--- src/rtl/eth_udp_parser.sv ---
// Ethernet/IPv4/UDP receive parser: validates headers, forwards the UDP payload
// without the trailing FCS bytes, and keeps accepted/dropped frame counters.
module eth_udp_parser #(
    parameter logic [15:0] UDP_PORT  = 16'h1234,
    parameter int unsigned FCS_BYTES = 4
) (
    input  logic        rxClkIn,
    input  logic        rstIn,
    input  logic [7:0]  dataIn,
    input  logic        dataValidIn,
    input  logic        dataLastIn,
    output logic [7:0]  payloadOut,
    output logic        payloadValidOut,
    output logic        payloadLastOut,
    output logic        frameDropOut,
    output logic [15:0] frameCntOut,
    output logic [15:0] dropCntOut
);

    localparam int unsigned IDX_W  = 11;
    localparam int unsigned BYTE_W = 8;
    localparam int unsigned CNT_W  = 16;

    localparam logic [IDX_W-1:0] IDX_MAX      = '1;
    localparam logic [IDX_W-1:0] IDX_ETYPE_HI = IDX_W'(12);
    localparam logic [IDX_W-1:0] IDX_ETYPE_LO = IDX_W'(13);
    localparam logic [IDX_W-1:0] IDX_VER_IHL  = IDX_W'(14);
    localparam logic [IDX_W-1:0] IDX_PROTO    = IDX_W'(23);
    localparam logic [IDX_W-1:0] IDX_PORT_HI  = IDX_W'(36);
    localparam logic [IDX_W-1:0] IDX_PORT_LO  = IDX_W'(37);
    localparam logic [IDX_W-1:0] IDX_HDR_END  = IDX_W'(41);
    // First index whose acceptance releases a payload byte; a frame ending earlier has no payload.
    localparam logic [IDX_W-1:0] IDX_RUNT     = IDX_W'(42 + FCS_BYTES);

    localparam logic [CNT_W-1:0] CNT_MAX = '1;

    localparam logic [1:0] ST_IDLE    = 2'd0;
    localparam logic [1:0] ST_HDR     = 2'd1;
    localparam logic [1:0] ST_PAYLOAD = 2'd2;
    localparam logic [1:0] ST_DROP    = 2'd3;

    logic [1:0]        state;
    logic [1:0]        stateNext;
    logic [IDX_W-1:0]  idx;
    logic [BYTE_W-1:0] candSr [FCS_BYTES];
    logic              checkFail;
    logic              dropHit;
    logic              emitHit;

    // Header field check for the byte currently on dataIn, selected by its index.
    always_comb begin
        checkFail = 1'b0;
        case (idx)
            IDX_ETYPE_HI: checkFail = (dataIn != 8'h08);
            IDX_ETYPE_LO: checkFail = (dataIn != 8'h00);
            IDX_VER_IHL:  checkFail = (dataIn != 8'h45);
            IDX_PROTO:    checkFail = (dataIn != 8'h11);
            IDX_PORT_HI:  checkFail = (dataIn != UDP_PORT[15:8]);
            IDX_PORT_LO:  checkFail = (dataIn != UDP_PORT[7:0]);
            default:      checkFail = 1'b0;
        endcase
    end

    // Next state, drop decision (at most one per frame) and payload release.
    always_comb begin
        stateNext = state;
        dropHit   = 1'b0;
        emitHit   = 1'b0;
        if (dataValidIn) begin
            case (state)
                ST_IDLE: stateNext = ST_HDR;
                ST_HDR: begin
                    if (checkFail) begin
                        stateNext = ST_DROP;
                        dropHit   = 1'b1;
                    end else if (idx == IDX_HDR_END) begin
                        stateNext = ST_PAYLOAD;
                    end
                end
                ST_PAYLOAD: emitHit = (idx >= IDX_RUNT);
                default: stateNext = state;
            endcase
            if (dataLastIn) begin
                stateNext = ST_IDLE;
                // Ending in header or before any payload byte is releasable is a runt;
                // a frame already in DROP was counted when its check failed.
                if (state == ST_IDLE || state == ST_HDR) begin
                    dropHit = 1'b1;
                end else if (state == ST_PAYLOAD && idx < IDX_RUNT) begin
                    dropHit = 1'b1;
                end
            end
        end
    end

    // State register.
    always_ff @(posedge rxClkIn) begin
        if (!rstIn) begin
            state <= ST_IDLE;
        end else begin
            state <= stateNext;
        end
    end

    // Byte index of the next accepted byte; restarts after the final byte, saturates at the top.
    always_ff @(posedge rxClkIn) begin
        if (!rstIn) begin
            idx <= '0;
        end else if (dataValidIn) begin
            if (dataLastIn) begin
                idx <= '0;
            end else if (idx != IDX_MAX) begin
                idx <= idx + 1'b1;
            end
        end
    end

    // Payload candidate delay line; its tail is the byte FCS_BYTES positions behind dataIn.
    always_ff @(posedge rxClkIn) begin
        if (!rstIn) begin
            for (int unsigned i = 0; i < FCS_BYTES; i++) begin
                candSr[i] <= '0;
            end
        end else if (dataValidIn && state == ST_PAYLOAD) begin
            candSr[0] <= dataIn;
            for (int unsigned i = 1; i < FCS_BYTES; i++) begin
                candSr[i] <= candSr[i-1];
            end
        end
    end

    // Registered payload stream, drop pulse and saturating counters.
    always_ff @(posedge rxClkIn) begin
        if (!rstIn) begin
            payloadOut      <= '0;
            payloadValidOut <= 1'b0;
            payloadLastOut  <= 1'b0;
            frameDropOut    <= 1'b0;
            frameCntOut     <= '0;
            dropCntOut      <= '0;
        end else begin
            payloadValidOut <= emitHit;
            payloadLastOut  <= emitHit && dataLastIn;
            payloadOut      <= emitHit ? candSr[FCS_BYTES-1] : '0;
            frameDropOut    <= dropHit;
            if (emitHit && dataLastIn && frameCntOut != CNT_MAX) begin
                frameCntOut <= frameCntOut + 1'b1;
            end
            if (dropHit && dropCntOut != CNT_MAX) begin
                dropCntOut <= dropCntOut + 1'b1;
            end
        end
    end

endmodule

--- config.mk ---
export PLATFORM = sky130hd
export DESIGN_NAME = eth_udp_parser
export DESIGN_NICKNAME = d
export VERILOG_FILES = /design/src/rtl/eth_udp_parser.sv
export SDC_FILE = /design/constraint.sdc
export NUM_CORES = 1
export LEC_CHECK = 0
export CAP_MARGIN = 20
export CORE_MARGIN = 1
export CORE_UTILIZATION = 45
export DETAILED_ROUTE_END_ITERATION = 10
export PLACE_DENSITY = 0.64
export SYNTH_ARGS = -nofsm -noshare
export SYNTH_HDL_FRONTEND = slang
export SYNTH_SLANG_ARGS = --single-unit
--- constraint.sdc ---
create_clock -name rxClkIn -period 7.3 [get_ports rxClkIn]
set_clock_uncertainty 0.05 [all_clocks]
set_input_delay 0.73 -clock rxClkIn [delete_from_list [all_inputs] [get_ports rxClkIn]]
set_output_delay 0.73 -clock rxClkIn [all_outputs]
set_load 0.02 [all_outputs]
# Word-level counts from Yosys, hierarchy flattened
# Memory sizes are Yosys's and may differ from the RTL's. A register that Yosys moved wholly into a read port is not among the register bits.
# Index checks and enable logic that the tools add are counted.
# word_totals
ff_bits	48
mem_bits_rw	32
inputBits	12
mem_count	1
# memory_table
memory	depth	width	read_ports	rd_ports_with_merged_regs	write_ports	line_no	text
candSr	4	8	4	1	4	45	logic [BYTE_W-1:0] candSr [FCS_BYTES];
# op_classes
addsub	3
n_lt_le_gt_ge	2
n_eq_ne	18
muxes	23
bitwise	4
n_reduce_logical	14
# op_table
cell	n
$eq 11x4->1 const B	3
$eq 11x6->1 const B	3
$add 16x1->16 const B	2
$mux 8	4
$ne 16x16->1 const B	2
$mux 11	2
$ne 8x5->1 const B	2
$mux 1	12
$add 11x1->11 const B	1
$eq 11x5->1 const B	1
$ge 11x6->1 const B	1
$lt 11x6->1 const B	1
$ne 11x11->1 const B	1
$ne 8x4->1 const B	1
$ne 8x6->1 const B	1
$ne 8x7->1 const B	1
$reduce_bool 8->1	1
$mux 2	3
$pmux 1 s6	1
$logic_and 1x1->1	5
$ne 4x4->1 const B	1
$or 1x1->1	4
$pmux 2 s2	1
$reduce_and 2->1	2
other kinds (8)	8

# Depth between registers and ports, before layout
# Gate-level depths: netlist of the first run.
# logic_depth
ltp_word	9
ltp_mapped	12
ltp_nobuf	10

# Least setup slack after synthesis of the first run
# No wires, ideal clock.
# synth_path
path_type	flip-flop to flip-flop
from	register idx[1]
to	register dropCntOut[1]
setup_ns	0.128
arrival_time_ns	2.329
t_required_ns	7.122
setup_slack_ns	4.793
path_stages_with_launch	13
n_path_buf	2
synth_period_minus_slack_ns	2.507
cell_sequence	dfxtp_1 > inv_1 > ha_1 > nor2_1 > o21ai_0 > nand3_1 > o32a_2 > a211oi_4 > a21o_1 > buf_6 > buf_12 > mux2i_1 > nor2_1
# synth_between
elab_chain_len	9
word_cells_on_any_way	16
classes_between	order compare (1); eq/ne (6); mux (7); reduce/logical (2)
# synth_lines
element	line_no	text
start, declared	44	logic [IDX_W-1:0] idx;
start signal, assigned	113	idx <= idx + 1'b1;
$eq 11x6->1 (tied with other cells)	53	case (idx)
$pmux 1 s6	53	
$mux 1	73	if (checkFail) begin
$mux 1	70	case (state)
$mux 1	89	end else if (state == ST_PAYLOAD && idx < IDX_RUNT) begin
$mux 1	87	if (state == ST_IDLE || state == ST_HDR) begin
$mux 1 (*)	83	if (dataLastIn) begin
$mux 1 (*)	69	if (dataValidIn) begin
$logic_and 1x1->1 (*)	149	if (dropHit && dropCntOut != CNT_MAX) begin
end signal, assigned	150	dropCntOut <= dropCntOut + 1'b1;
end, declared	17	output logic [15:0] dropCntOut
# Every way passes the cells marked *; elsewhere a longest branch is shown, timed or not.
# A chain may end at the register's enable or synchronous reset.

# Final worst setup path of the first run
# layout_path
from	input dataLastIn
to	register dropCntOut[7]
# layout_between
elab_chain_len	3
# layout_lines
element	line_no	text
start, declared	11	input logic dataLastIn,
$mux 1	83	
$mux 1	69	
$logic_and 1x1->1	149	
# Every way passes these cells.

==> implementation parameters, run 1 <==
Parameter                              Value

Status
  Outcome ... finished clean

Final layout
  Synthesis-to-layout area growth ... 19.5%
  Nets ... 475
  Ant. Diodes ... 0
  Proportion of layout cells with a drive suffix above 1 ... 6.49%

STA
  Accumulated negative setup slack ... 0 ps
  Slew Viols, Final ... 0
  Final setup violation count ... 0
  Final period utilization ... 41.8%
  Hold Vio Cnt, Final ... 0
  Period minus WS final ... 3050 ps
  Transition time of the tightest slew-check pin ... 817 ps
  Max Clock Freq ... 0.328 GHz
  Unrepaired setup endpoints after global routing ... false
  Slew headroom ... 45.5%

Detailed routing
  Number of nets with antenna violations after routing ... 0
  Avg WL per Cell ... 13.7 µm
  Number of design-rule violations left by the first detailed-router iteration ... 150
  Ratio of routed vias to standard cells ... 5.36
  Final routed wirelength across all metal layers ... 7.83 mm
  Routed via count ... 3,056
  DR top layer ... met4
  Met3 layer wire length in the routed design ... 275 µm
  Met1 Routed Length ... 3.76 mm
  Metal2 WL ... 3.67 mm
  Count of unresolved DRC violations after routing ... 0
  Drt first pass iters ... 4

Flow run
  Total of max-cap violations ... 0

Yosys
  Cell count after synthesis ... 405
  Library cells used by synthesis ... 57
  Sequential-to-total area share from yosys stat ... 51.1%
  Largest cells by area after synthesis ... sky130_fd_sc_hd__dfxtp_1 28%, sky130_fd_sc_hd__edfxtp_1 24%, sky130_fd_sc_hd__and2_1 7.1%, sky130_fd_sc_hd__nand2_1 3.5%, sky130_fd_sc_hd__nor2_1 3.5%
  Number of enable flip-flop cells after synthesis ... 32
  Arithmetic-cell share of the synthesized area counting full adders, half adders and majority gates ... 1.84%
  Share of the synthesized area in the top cell type ... 27.5%
  Synth Net Count ... 423
  Mux contribution to synthesized area ... 1.23%
  Synthesized area per cell ... 10.1 µm²
  XOR/XNOR Fraction of Synth Area ... 5.16%
  Simple-gate share of the synthesized area ... 26.3%
  Total number of yosys warnings ... 0
  Total standard cell area after synthesis ... 0.00407 mm²
  Complex-gate fraction of the synthesized area ... 11.3%
  Most used flip-flop cell after synthesis ... sky130_fd_sc_hd__dfxtp_1
  Leading post-synthesis cells by instance count ... 56 x sky130_fd_sc_hd__dfxtp_1, 46 x sky130_fd_sc_hd__and2_1, 38 x sky130_fd_sc_hd__nand2_1, 38 x sky130_fd_sc_hd__nor2_1, 32 x sky130_fd_sc_hd__edfxtp_1
  Flop and latch count out of synthesis ... 88
  Largest area contributor in the netlist ... sky130_fd_sc_hd__dfxtp_1
  Count leader, synth ... sky130_fd_sc_hd__dfxtp_1
  Share of flip-flops with an asynchronous set or reset ... 0%
  Combinational family with the most area after synthesis ... simple AND/OR/NAND/NOR gates

Critical path
  Worst setup path end ... dropCntOut[7]
  Startpoint type of the worst setup path ... input pin
  Worst-case reg-to-reg path depth ... 10
  Data arrival, critical path ... 3270 ps
  Setup slack of the worst register-to-register path ... 4260 ps
  CP Launch Point ... dataLastIn
  Crit-path max FO ... 20
  Required time of the worst setup path ... 7520 ps
  Critical register-to-register path endpoint ... dropCntOut[8]
  Startpoint-to-endpoint class of the critical path ... input pin to register
  Startpoint of the lowest-slack register-to-register path ... idx[1]
  CP Capture Type ... register

Die
  Width of the chip ... 97.1 µm
  Core box area ... 0.00872 mm²
  Count of boundary I/O pins ... 55
  Area enclosed by the die boundary ... 0.00943 mm²
  Initial cell density of the core ... 46.7%
  Die height ... 97.1 µm
  Floorplan row count ... 34

Global routing
  Gr usage total ... 17.3%
  Global-route wire length before repair ... 13.2 mm
  Vias in the first global route ... 2,788
  Pin count of the biggest net entering global routing ... 34
  Antenna violations before repair ... 0
  Leftover overflow at the end of global routing ... 0

Power
  Total leakage power ... 1.70 nW
  Worst vdd ir ... 0.0000905 V
  Total Power ... 0.898 mW
  Total power density per cell area ... 184 mW/mm²

Clock network
  Count of clock tree sinks ... 88
  Quantity of gates resized following cts ... 0
  CTS H-tree depth ... 3
  Clk buf depth ... 2
  Number of clock buffers inserted by TritonCTS ... 9
  Clock latency on the worst-skew pair ... 360 ps
  Post-CTS setup buffer count ... 0
  Clock transition at the registers of the reported paths ... 90 ps
  Root cell of the clock tree ... sky130_fd_sc_hd__clkbuf_8
  Count of hold buffers inserted by post-cts repair ... 0
  Clock tree from TritonCTS ... built

Min path
  Tightest Hold Check Type ... register to register

Placement
  Detail Placement HPWL ... 5.44 mm
  Count of input and output buffers ... 54
  GP Congestion ... 0.799
[per-layer routing]
metal | track usage [%] | up-vias
met2 | 28.2 | 58
met1 | 22.1 | 1436
met3 | 3.17 | 13
met5 | 0 | -
met4 | 8.04 | 0
li1 | - | 1549
[stage by stage]
stage	std cells	instance area [µm²]	hold slack, ps	utilization, %	worst slack [ps]
after detailed placement	554	4670	382	53.6	3880
after global placement	554	4670	373	53.6	3920
after global routing	570	4870	422	55.8	4010
after floorplan	405	4070	370	-	4790
final	570	4870	398	55.8	4250
after CTS	570	4870	405	55.8	4250
[worst min path at each step]
stage	startpoint	cells after the start	slack, ps	to
finish	candSr[3][7]	1	400	payloadOut[7]
global route	candSr[3][2]	1	420	payloadOut[2]
CTS	candSr[3][1]	1	400	payloadOut[1]
detailed placement	candSr[3][5]	1	380	payloadOut[5]
global placement	candSr[3][3]	1	370	payloadOut[3]
floorplan	candSr[3][0]	1	370	payloadOut[0]
[sequential cells by signal (all words and copies together), names as in the netlist]
register,cells
idx,11
payloadLastOut,1
payloadOut,8
state,2
frameCntOut,16
dropCntOut,16
frameDropOut,1
payloadValidOut,1
candSr,32
[critical path, cell delays in order]
cell and delay [ps]:
sky130_fd_sc_hd__clkdlybuf4s50_1 640, sky130_fd_sc_hd__inv_1 180, sky130_fd_sc_hd__a2111oi_2 410, sky130_fd_sc_hd__o31ai_1 180, sky130_fd_sc_hd__a21o_1 400, sky130_fd_sc_hd__or4_1 580
sky130_fd_sc_hd__a21oi_1 150
[kinds of logic (layout without fill, tap and decap cells)]
group	Yosys count	after routing
buffers and inverters	25	82
XOR/XNOR	24	24
flip-flops	88	88
AO/OA/AOI/OAI	60	60
adder cells (fa/ha/maj)	6	6
multiplexers	5	5
AND/OR/NAND/NOR	197	197
[layout make-up]
cell class / count / area (µm²)
multi-input combinational: 292 / 1870
inverter: 11 / 41.3
clock inverter: 7 / 68.8
timing repair buffer: 55 / 548
clock buffer: 9 / 124
tap: 108 / 135
sequential: 88 / 2080
fill: 771 / 3850
[where the power goes]
group          switching [mW]  internal [mW]
logic                  0.0271         0.0168
clock network           0.198          0.135
registers             0.00475          0.516
[cell usage in the layout, fill, tap and decap left out, drive strengths merged, types with 4 or more instances in the layout]
| master | netlist | final |
|---|---|---|
| a211oi | 4 | 4 |
| a21oi | 15 | 15 |
| and2 | 46 | 46 |
| and3 | 10 | 10 |
| clkbuf | 9 | 9 |
| clkdlybuf4s50 | 0 | 54 |
| dfxtp | 56 | 56 |
| edfxtp | 32 | 32 |
| ha | 6 | 6 |
| inv | 10 | 16 |
| mux2i | 5 | 5 |
| nand2 | 38 | 38 |
| nand2b | 6 | 6 |
| nand3 | 10 | 10 |
| nand4 | 13 | 13 |
| nor2 | 40 | 40 |
| nor3 | 6 | 6 |
| nor4 | 5 | 5 |
| o21a | 4 | 4 |
| o21ai | 7 | 7 |
| o31ai | 5 | 5 |
| or3 | 5 | 5 |
| or4 | 5 | 5 |
| xnor2 | 12 | 12 |
| xor2 | 12 | 12 |
(Power assumes the default switching activity.)
==> inputs of run 2 (changes only) <==
clock period = 3.2 ns   (was 7.3 ns; I/O delays follow)
==> run 2 against run 1 <==
Effect of this change: flip-flop and latch count unchanged; critical endpoint unchanged; via count increased by 0.65%; critical path depth increased by 4; worst hold slack got worse by 2.9 ps; non-clock buffer count increased by 5; register-to-register slack got worse by 3900 ps; first-iteration DRC count decreased by 22%; power increased by 130%.
==> implementation parameters, run 2 (synthesized netlist as in run 1, its figures left out) <==
Parameter                              Value

Critical path
  Startpoint-to-endpoint class of the critical path ... register to register (was input pin to register)
  Library cell contributing the largest single delay on the critical path ... sky130_fd_sc_hd__or4_1 (was sky130_fd_sc_hd__clkdlybuf4s50_1)
  CP Capture Type ... register (unchanged)
  Worst-case reg-to-reg path depth ... 11 (was 10)
  Cell-by-cell trace of the critical path ... inv_1 > ha_1 > nor2_1 > o21ai_0 > a31oi_1 > nor3_1 > o31ai_1 > a21o_1 > buf_4 > or4_1 > a21oi_1 (was clkdlybuf4s50_1 > inv_1 > a2111oi_2 > o31ai_1 > a21o_1 > or4_1 > a21oi_1)
  Crit-path max cell delay ... 510 ps (was 640 ps)
  Data arrival, critical path ... 3110 ps (was 3270 ps)
  Startpoint type of the worst setup path ... register (was input pin)
  Crit-path max FO ... 20 (unchanged)
  Required time of the worst setup path ... 3440 ps (was 7520 ps)

Min path
  Hold Crit Depth ... 1 (unchanged)
  Tightest Hold Check Type ... register to register (unchanged)

Placement
  GP Congestion ... 0.908 (was 0.799)
  Count of input and output buffers ... 54 (unchanged)
  Cell area after placement ... 0.00471 mm² (was 0.00467 mm²)
  Detail Placement HPWL ... 5.52 mm (was 5.44 mm)

Detailed routing
  Number of nets with antenna violations after routing ... 0 (unchanged)
  Count of unresolved DRC violations after routing ... 0 (unchanged)
  Ratio of routed vias to standard cells ... 5.35 (was 5.36)
  Avg WL per Cell ... 13.8 µm (was 13.7 µm)
  Number of design-rule violations left by the first detailed-router iteration ... 117 (was 150)
  Drt first pass iters ... 4 (unchanged)
  Routed via count ... 3,076 (was 3,056)
  Final routed wirelength across all metal layers ... 7.95 mm (was 7.83 mm)

STA
  Unrepaired setup endpoints after global routing ... false (unchanged)
  Slew Viols, Final ... 0 (unchanged)
  Slew headroom ... 54.8% (was 45.5%)
  Period minus WS final ... 2870 ps
  Accumulated negative setup slack ... 0 ps (unchanged)
  Final setup violation count ... 0 (unchanged)
  Transition time of the tightest slew-check pin ... 677 ps (was 817 ps)
  Max Clock Freq ... 0.348 GHz
  Hold Vio Cnt, Final ... 0 (unchanged)
  Final period utilization ... 89.7%

Final layout
  Nets ... 480 (was 475)
  Commonest cells after routing, fill and taps aside ... 56 x sky130_fd_sc_hd__dfxtp_1, 54 x sky130_fd_sc_hd__clkdlybuf4s50_1, 46 x sky130_fd_sc_hd__and2_1, 38 x sky130_fd_sc_hd__nand2_1, 38 x sky130_fd_sc_hd__nor2_1 (unchanged)
  Ant. Diodes ... 0 (unchanged)
  Largest registers ... candSr (32), dropCntOut (16), frameCntOut (16) (unchanged)
  Fill cell total of the finished layout ... 732 (was 771)
  Post-route standard cell area excluding fillers ... 0.00492 mm² (was 0.00487 mm²)
  Flip-flop count of the largest register, all copies and words added ... 32 (unchanged)
  Synthesis-to-layout area growth ... 20.9% (was 19.5%)
  Proportion of layout cells with a drive suffix above 1 ... 7.49% (was 6.49%)
  Most frequent standard cell in the layout excluding fill and tap cells ... sky130_fd_sc_hd__dfxtp_1 (unchanged)
  Register containing the most flip-flops in the final layout ... candSr (unchanged)
  Core occupancy in the finished layout ... 56.4% (was 55.8%)

Flow run
  Total of max-cap violations ... 0 (unchanged)

Power
  Total leakage power ... 1.73 nW (was 1.70 nW)
  Total power density per cell area ... 427 mW/mm² (was 184 mW/mm²)
  Worst vdd ir ... 0.000244 V (was 0.0000905 V)

Global routing
  Gr usage total ... 17.8% (was 17.3%)
  Antenna violations before repair ... 0 (unchanged)
  Leftover overflow at the end of global routing ... 0 (unchanged)
  Global-route wire length before repair ... 13.5 mm (was 13.2 mm)
  Pin count of the biggest net entering global routing ... 33 (was 34)
  Vias in the first global route ... 2,863 (was 2,788)

Clock network
  Clk buf depth ... 2 (unchanged)
  Post-CTS setup buffer count ... 0 (unchanged)
  Clock tree from TritonCTS ... built (unchanged)
  Clock latency on the worst-skew pair ... 360 ps (about the same)
  Count of hold buffers inserted by post-cts repair ... 0 (unchanged)
  Quantity of gates resized following cts ... 0 (unchanged)
  Count of clock tree sinks ... 88 (unchanged)
  Clock transition at the registers of the reported paths ... 90 ps (about the same)
  Root cell of the clock tree ... sky130_fd_sc_hd__clkbuf_8 (unchanged)
  Number of clock buffers inserted by TritonCTS ... 9 (unchanged)
  CTS H-tree depth ... 3 (unchanged)

Die
  Floorplan row count ... 34 (unchanged)
  Die height ... 97.1 µm (unchanged)
  Initial cell density of the core ... 46.7% (unchanged)
  Count of boundary I/O pins ... 55 (unchanged)
  Width of the chip ... 97.1 µm (unchanged)
  Core box area ... 0.00872 mm² (unchanged)
  Area enclosed by the die boundary ... 0.00943 mm² (unchanged)

Status
  Outcome ... finished clean (unchanged)
## run 2: final timing paths
kind | start | endpoint | slack (ps)
max | idx[1] | dropCntOut[7] | 330
min | candSr[3][7] | payloadOut[7] | 400
max reg2reg | idx[1] | dropCntOut[7] | 330
min reg2reg | candSr[3][7] | payloadOut[7] | 400
## run 2: routing by layer
layer / global-route usage (%) / share of wire, % / vias to the layer above
li1: - / - / 1556
met1: 22.9 / 47 / 1444
met2: 29.1 / 47 / 65
met3: 3.09 / 3.4 / 11
met4: 8.27 / 1.7 / 0
met5: 0 / 0 / -
## run 2: cell type report
class	instances	area (µm²)	share of cell area, %
clock buffer	10	138	2.80
clock inverter	6	71.3	1.45
inverter	11	41.3	0.839
multi-input combinational	292	1870	38.0
sequential	88	2080	42.3
tap	108	135	2.75
timing repair buffer	60	586	11.9
## run 2: through the flow
stage | power, mW | setup WS, ps | cells | hold WS (ps)
final | 2.10 | 330 | 575 | 395
after global routing | 2.18 | 139 | 575 | 414
after CTS | 2.12 | 390 | 575 | 400
after detailed placement | 1.32 | 420 | 559 | 378
after global placement | 1.32 | 410 | 559 | 372
after floorplan | 1.28 | 693 | 405 | 370
## run 2: critical path, delay by kind of cell (launching register included)
kind	cells	cell delay, ps
buf+inv	2	310
flops	1	360
simple gates	3	870
compound gates	5	900
fa+ha+maj	1	300
## run 2: where the power goes
part / leakage (nW) / switching [mW] / internal (mW) / total [mW]
Combinational: 0.845 / 0.0620 / 0.0421 / 0.104
Clock: 0.0999 / 0.419 / 0.390 / 0.810
Sequential: 0.782 / 0.0105 / 1.18 / 1.19
Total: 1.73 / 0.492 / 1.61 / 2.10
==> inputs of run 3 (changes only) <==
CORE_UTILIZATION = 55   (was 45)
PLACE_DENSITY = 0.77   (was 0.64)
==> run 3 against run 2 <==
Effect of this change: routed wire length decreased by 1.1%; global-route usage increased by 4.2 points; non-clock buffer count unchanged; first-iteration DRC count decreased by 21%; cell area decreased by 0.53%; die area decreased by 18%; setup slack improved by 37 ps; combinational power about the same; worst hold slack got worse by 2.7 ps; flip-flop and latch count unchanged.
==> implementation parameters, run 3 (synthesized netlist as in run 1, its figures left out) <==
Parameter                              Value

Critical path
  Setup slack of the worst register-to-register path ... 370 ps (was 330 ps)
  Crit-path max cell delay ... 510 ps (about the same)
  Library cell contributing the largest single delay on the critical path ... sky130_fd_sc_hd__or4_1 (unchanged)
  CP Capture Type ... register (unchanged)
  Cell-by-cell trace of the critical path ... inv_1 > ha_1 > nor2_1 > o21ai_0 > a31oi_1 > nor3_1 > o31ai_1 > a21o_1 > buf_4 > or4_1 > a21oi_1 (unchanged)
  Worst path bufs/invs ... 2 (unchanged)
  Startpoint-to-endpoint class of the critical path ... register to register (unchanged)
  Top cell family by delay on the critical path ... compound AO/OA/AOI/OAI gates (unchanged)
  Worst-case reg-to-reg path depth ... 11 (unchanged)
  Critical register-to-register path endpoint ... dropCntOut[7] (unchanged)
  Crit-path max FO ... 20 (unchanged)
  Data arrival, critical path ... 3080 ps (was 3110 ps)
  Startpoint type of the worst setup path ... register (unchanged)
  Required time of the worst setup path ... 3450 ps (was 3440 ps)
  Startpoint of the lowest-slack register-to-register path ... idx[1] (unchanged)

Placement
  Detail Placement HPWL ... 5.44 mm (was 5.52 mm)
  Cells after DPL ... 550 (was 559)
  GP Congestion ... 0.904 (was 0.908)
  Count of input and output buffers ... 54 (unchanged)

Die
  Core box area ... 0.00721 mm² (was 0.00872 mm²)
  Width of the chip ... 88.0 µm (was 97.1 µm)
  Die height ... 88.0 µm (was 97.1 µm)
  Floorplan row count ... 31 (was 34)
  Initial cell density of the core ... 56.4% (was 46.7%)
  Area enclosed by the die boundary ... 0.00775 mm² (was 0.00943 mm²)
  Count of boundary I/O pins ... 55 (unchanged)

STA
  Hold Vio Cnt, Final ... 0 (unchanged)
  Final period utilization ... 88.5% (was 89.7%)
  Period minus WS final ... 2830 ps (was 2870 ps)
  Transition time of the tightest slew-check pin ... 604 ps (was 677 ps)
  Final hold slack ... 393 ps (was 395 ps)
  Unrepaired setup endpoints after global routing ... false (unchanged)
  Slew Viols, Final ... 0 (unchanged)
  Accumulated negative setup slack ... 0 ps (unchanged)
  Max Clock Freq ... 0.353 GHz (was 0.348 GHz)
  Final setup violation count ... 0 (unchanged)
  Slew headroom ... 59.7% (was 54.8%)

Final layout
  Flip-flop count of the largest register, all copies and words added ... 32 (unchanged)
  Commonest cells after routing, fill and taps aside ... 56 x sky130_fd_sc_hd__dfxtp_1, 54 x sky130_fd_sc_hd__clkdlybuf4s50_1, 46 x sky130_fd_sc_hd__and2_1, 38 x sky130_fd_sc_hd__nand2_1, 38 x sky130_fd_sc_hd__nor2_1 (unchanged)
  Proportion of layout cells with a drive suffix above 1 ... 7.28% (was 7.49%)
  Largest registers ... candSr (32), dropCntOut (16), frameCntOut (16) (unchanged)
  Nets ... 480 (unchanged)
  Register containing the most flip-flops in the final layout ... candSr (unchanged)
  Number of cells in the finished layout apart from fillers ... 566 (was 575)
  Fill cell total of the finished layout ... 583 (was 732)
  Ant. Diodes ... 0 (unchanged)
  Synthesis-to-layout area growth ... 20.2% (was 20.9%)
  Core occupancy in the finished layout ... 67.8% (was 56.4%)
  Most frequent standard cell in the layout excluding fill and tap cells ... sky130_fd_sc_hd__dfxtp_1 (unchanged)

Detailed routing
  Final routed wirelength across all metal layers ... 7.87 mm (was 7.95 mm)
  Drt first pass iters ... 4 (unchanged)
  Number of nets with antenna violations after routing ... 0 (unchanged)
  Number of design-rule violations left by the first detailed-router iteration ... 93 (was 117)
  Count of unresolved DRC violations after routing ... 0 (unchanged)
  Routed via count ... 3,109 (was 3,076)
  Avg WL per Cell ... 13.9 µm (was 13.8 µm)
  Ratio of routed vias to standard cells ... 5.49 (was 5.35)

Global routing
  Leftover overflow at the end of global routing ... 0 (unchanged)
  Vias in the first global route ... 2,843 (was 2,863)
  Gr usage total ... 22.0% (was 17.8%)
  Global-route wire length before repair ... 13.1 mm (was 13.5 mm)
  Pin count of the biggest net entering global routing ... 33 (unchanged)
  Antenna violations before repair ... 0 (unchanged)

Min path
  Tightest Hold Check Type ... register to register (unchanged)
  Hold_sp ... candSr[3][5] (was candSr[3][7])
  Hold Crit Depth ... 1 (unchanged)
  Terminating pin of the worst hold path ... payloadOut[5] (was payloadOut[7])

Clock network
  Quantity of gates resized following cts ... 0 (unchanged)
  Clock tree from TritonCTS ... built (unchanged)
  Count of clock tree sinks ... 88 (unchanged)
  Number of clock buffers inserted by TritonCTS ... 9 (unchanged)
  Clk buf depth ... 2 (unchanged)
  CTS H-tree depth ... 3 (unchanged)
  Count of hold buffers inserted by post-cts repair ... 0 (unchanged)
  Root cell of the clock tree ... sky130_fd_sc_hd__clkbuf_8 (unchanged)
  Clock latency on the worst-skew pair ... 360 ps (about the same)
  Clock transition at the registers of the reported paths ... 90 ps (about the same)
  Post-CTS setup buffer count ... 0 (unchanged)

Status
  Outcome ... finished clean (unchanged)

Power
  Sequential share of power ... 57.6% (was 56.5%)
  Internal power summed over all cells ... 1.58 mW (was 1.61 mW)
  Total leakage power ... 1.73 nW (about the same)
  Total Power ... 2.06 mW (was 2.10 mW)
  Power share of the clock group ... 37.3% (was 38.5%)
  Worst vdd ir ... 0.000287 V (was 0.000244 V)
  Total power density per cell area ... 421 mW/mm² (was 427 mW/mm²)
  Net switching power figure ... 0.481 mW (was 0.492 mW)
  Net switching share of the total power ... 23.3% (was 23.4%)
  Power share of the combinational group ... 5.1% (was 5.0%)

Flow run
  Total of max-cap violations ... 0 (unchanged)
[run 3: power groups by stage]
stage          clock network (mW)  registers (mW)  logic [mW]
2_1_floorplan                   0            1.22      0.0619
3_3_place_gp                    0            1.21       0.102
3_5_place_dp                    0            1.21       0.104
4_1_cts                     0.790            1.19       0.104
5_1_grt                     0.825            1.19       0.115
6_report                    0.769            1.19       0.105
[run 3: layer usage]
metal	share of wire (%)	wire (µm)	vias to the layer above	track usage (%)
li1	-	-	1553	-
met1	47	3690	1466	29.1
met2	47	3700	80	35.4
met3	4.4	344	10	5.09
met4	1.6	125	0	8.06
met5	0	0	-	0
[run 3: worst max path at each step]
stage | start | endpoint | slack [ps] | depth (start not counted)
6_report | idx[1] | dropCntOut[7] | 370 | 11
5_1_grt | idx[1] | dropCntOut[7] | 80 | 11
4_1_cts | idx[1] | dropCntOut[7] | 400 | 11
3_5_place_dp | idx[1] | dropCntOut[7] | 430 | 11
3_3_place_gp | dataLastIn | dropCntOut[7] | 480 | 8
2_1_floorplan | idx[1] | dropCntOut[1] | 690 | 12
[run 3: layout make-up]
| type | instances | area [µm²] | area share [%] |
|---|---|---|---|
| Clock buffer | 9 | 124 | 2.53 |
| Clock inverter | 7 | 70.1 | 1.43 |
| Inverter | 11 | 41.3 | 0.844 |
| Multi-Input combinational cell | 292 | 1870 | 38.2 |
| Sequential cell | 88 | 2080 | 42.5 |
| Tap cell | 99 | 124 | 2.53 |
| Timing Repair Buffer | 60 | 586 | 12.0 |
[run 3: metrics by stage]
stage,instance area (µm²),setup WS (ps)
6_report,4890,367
5_1_grt,4890,76.4
4_1_cts,4890,401
3_5_place_dp,4700,429
3_3_place_gp,4700,480
2_1_floorplan,4070,693
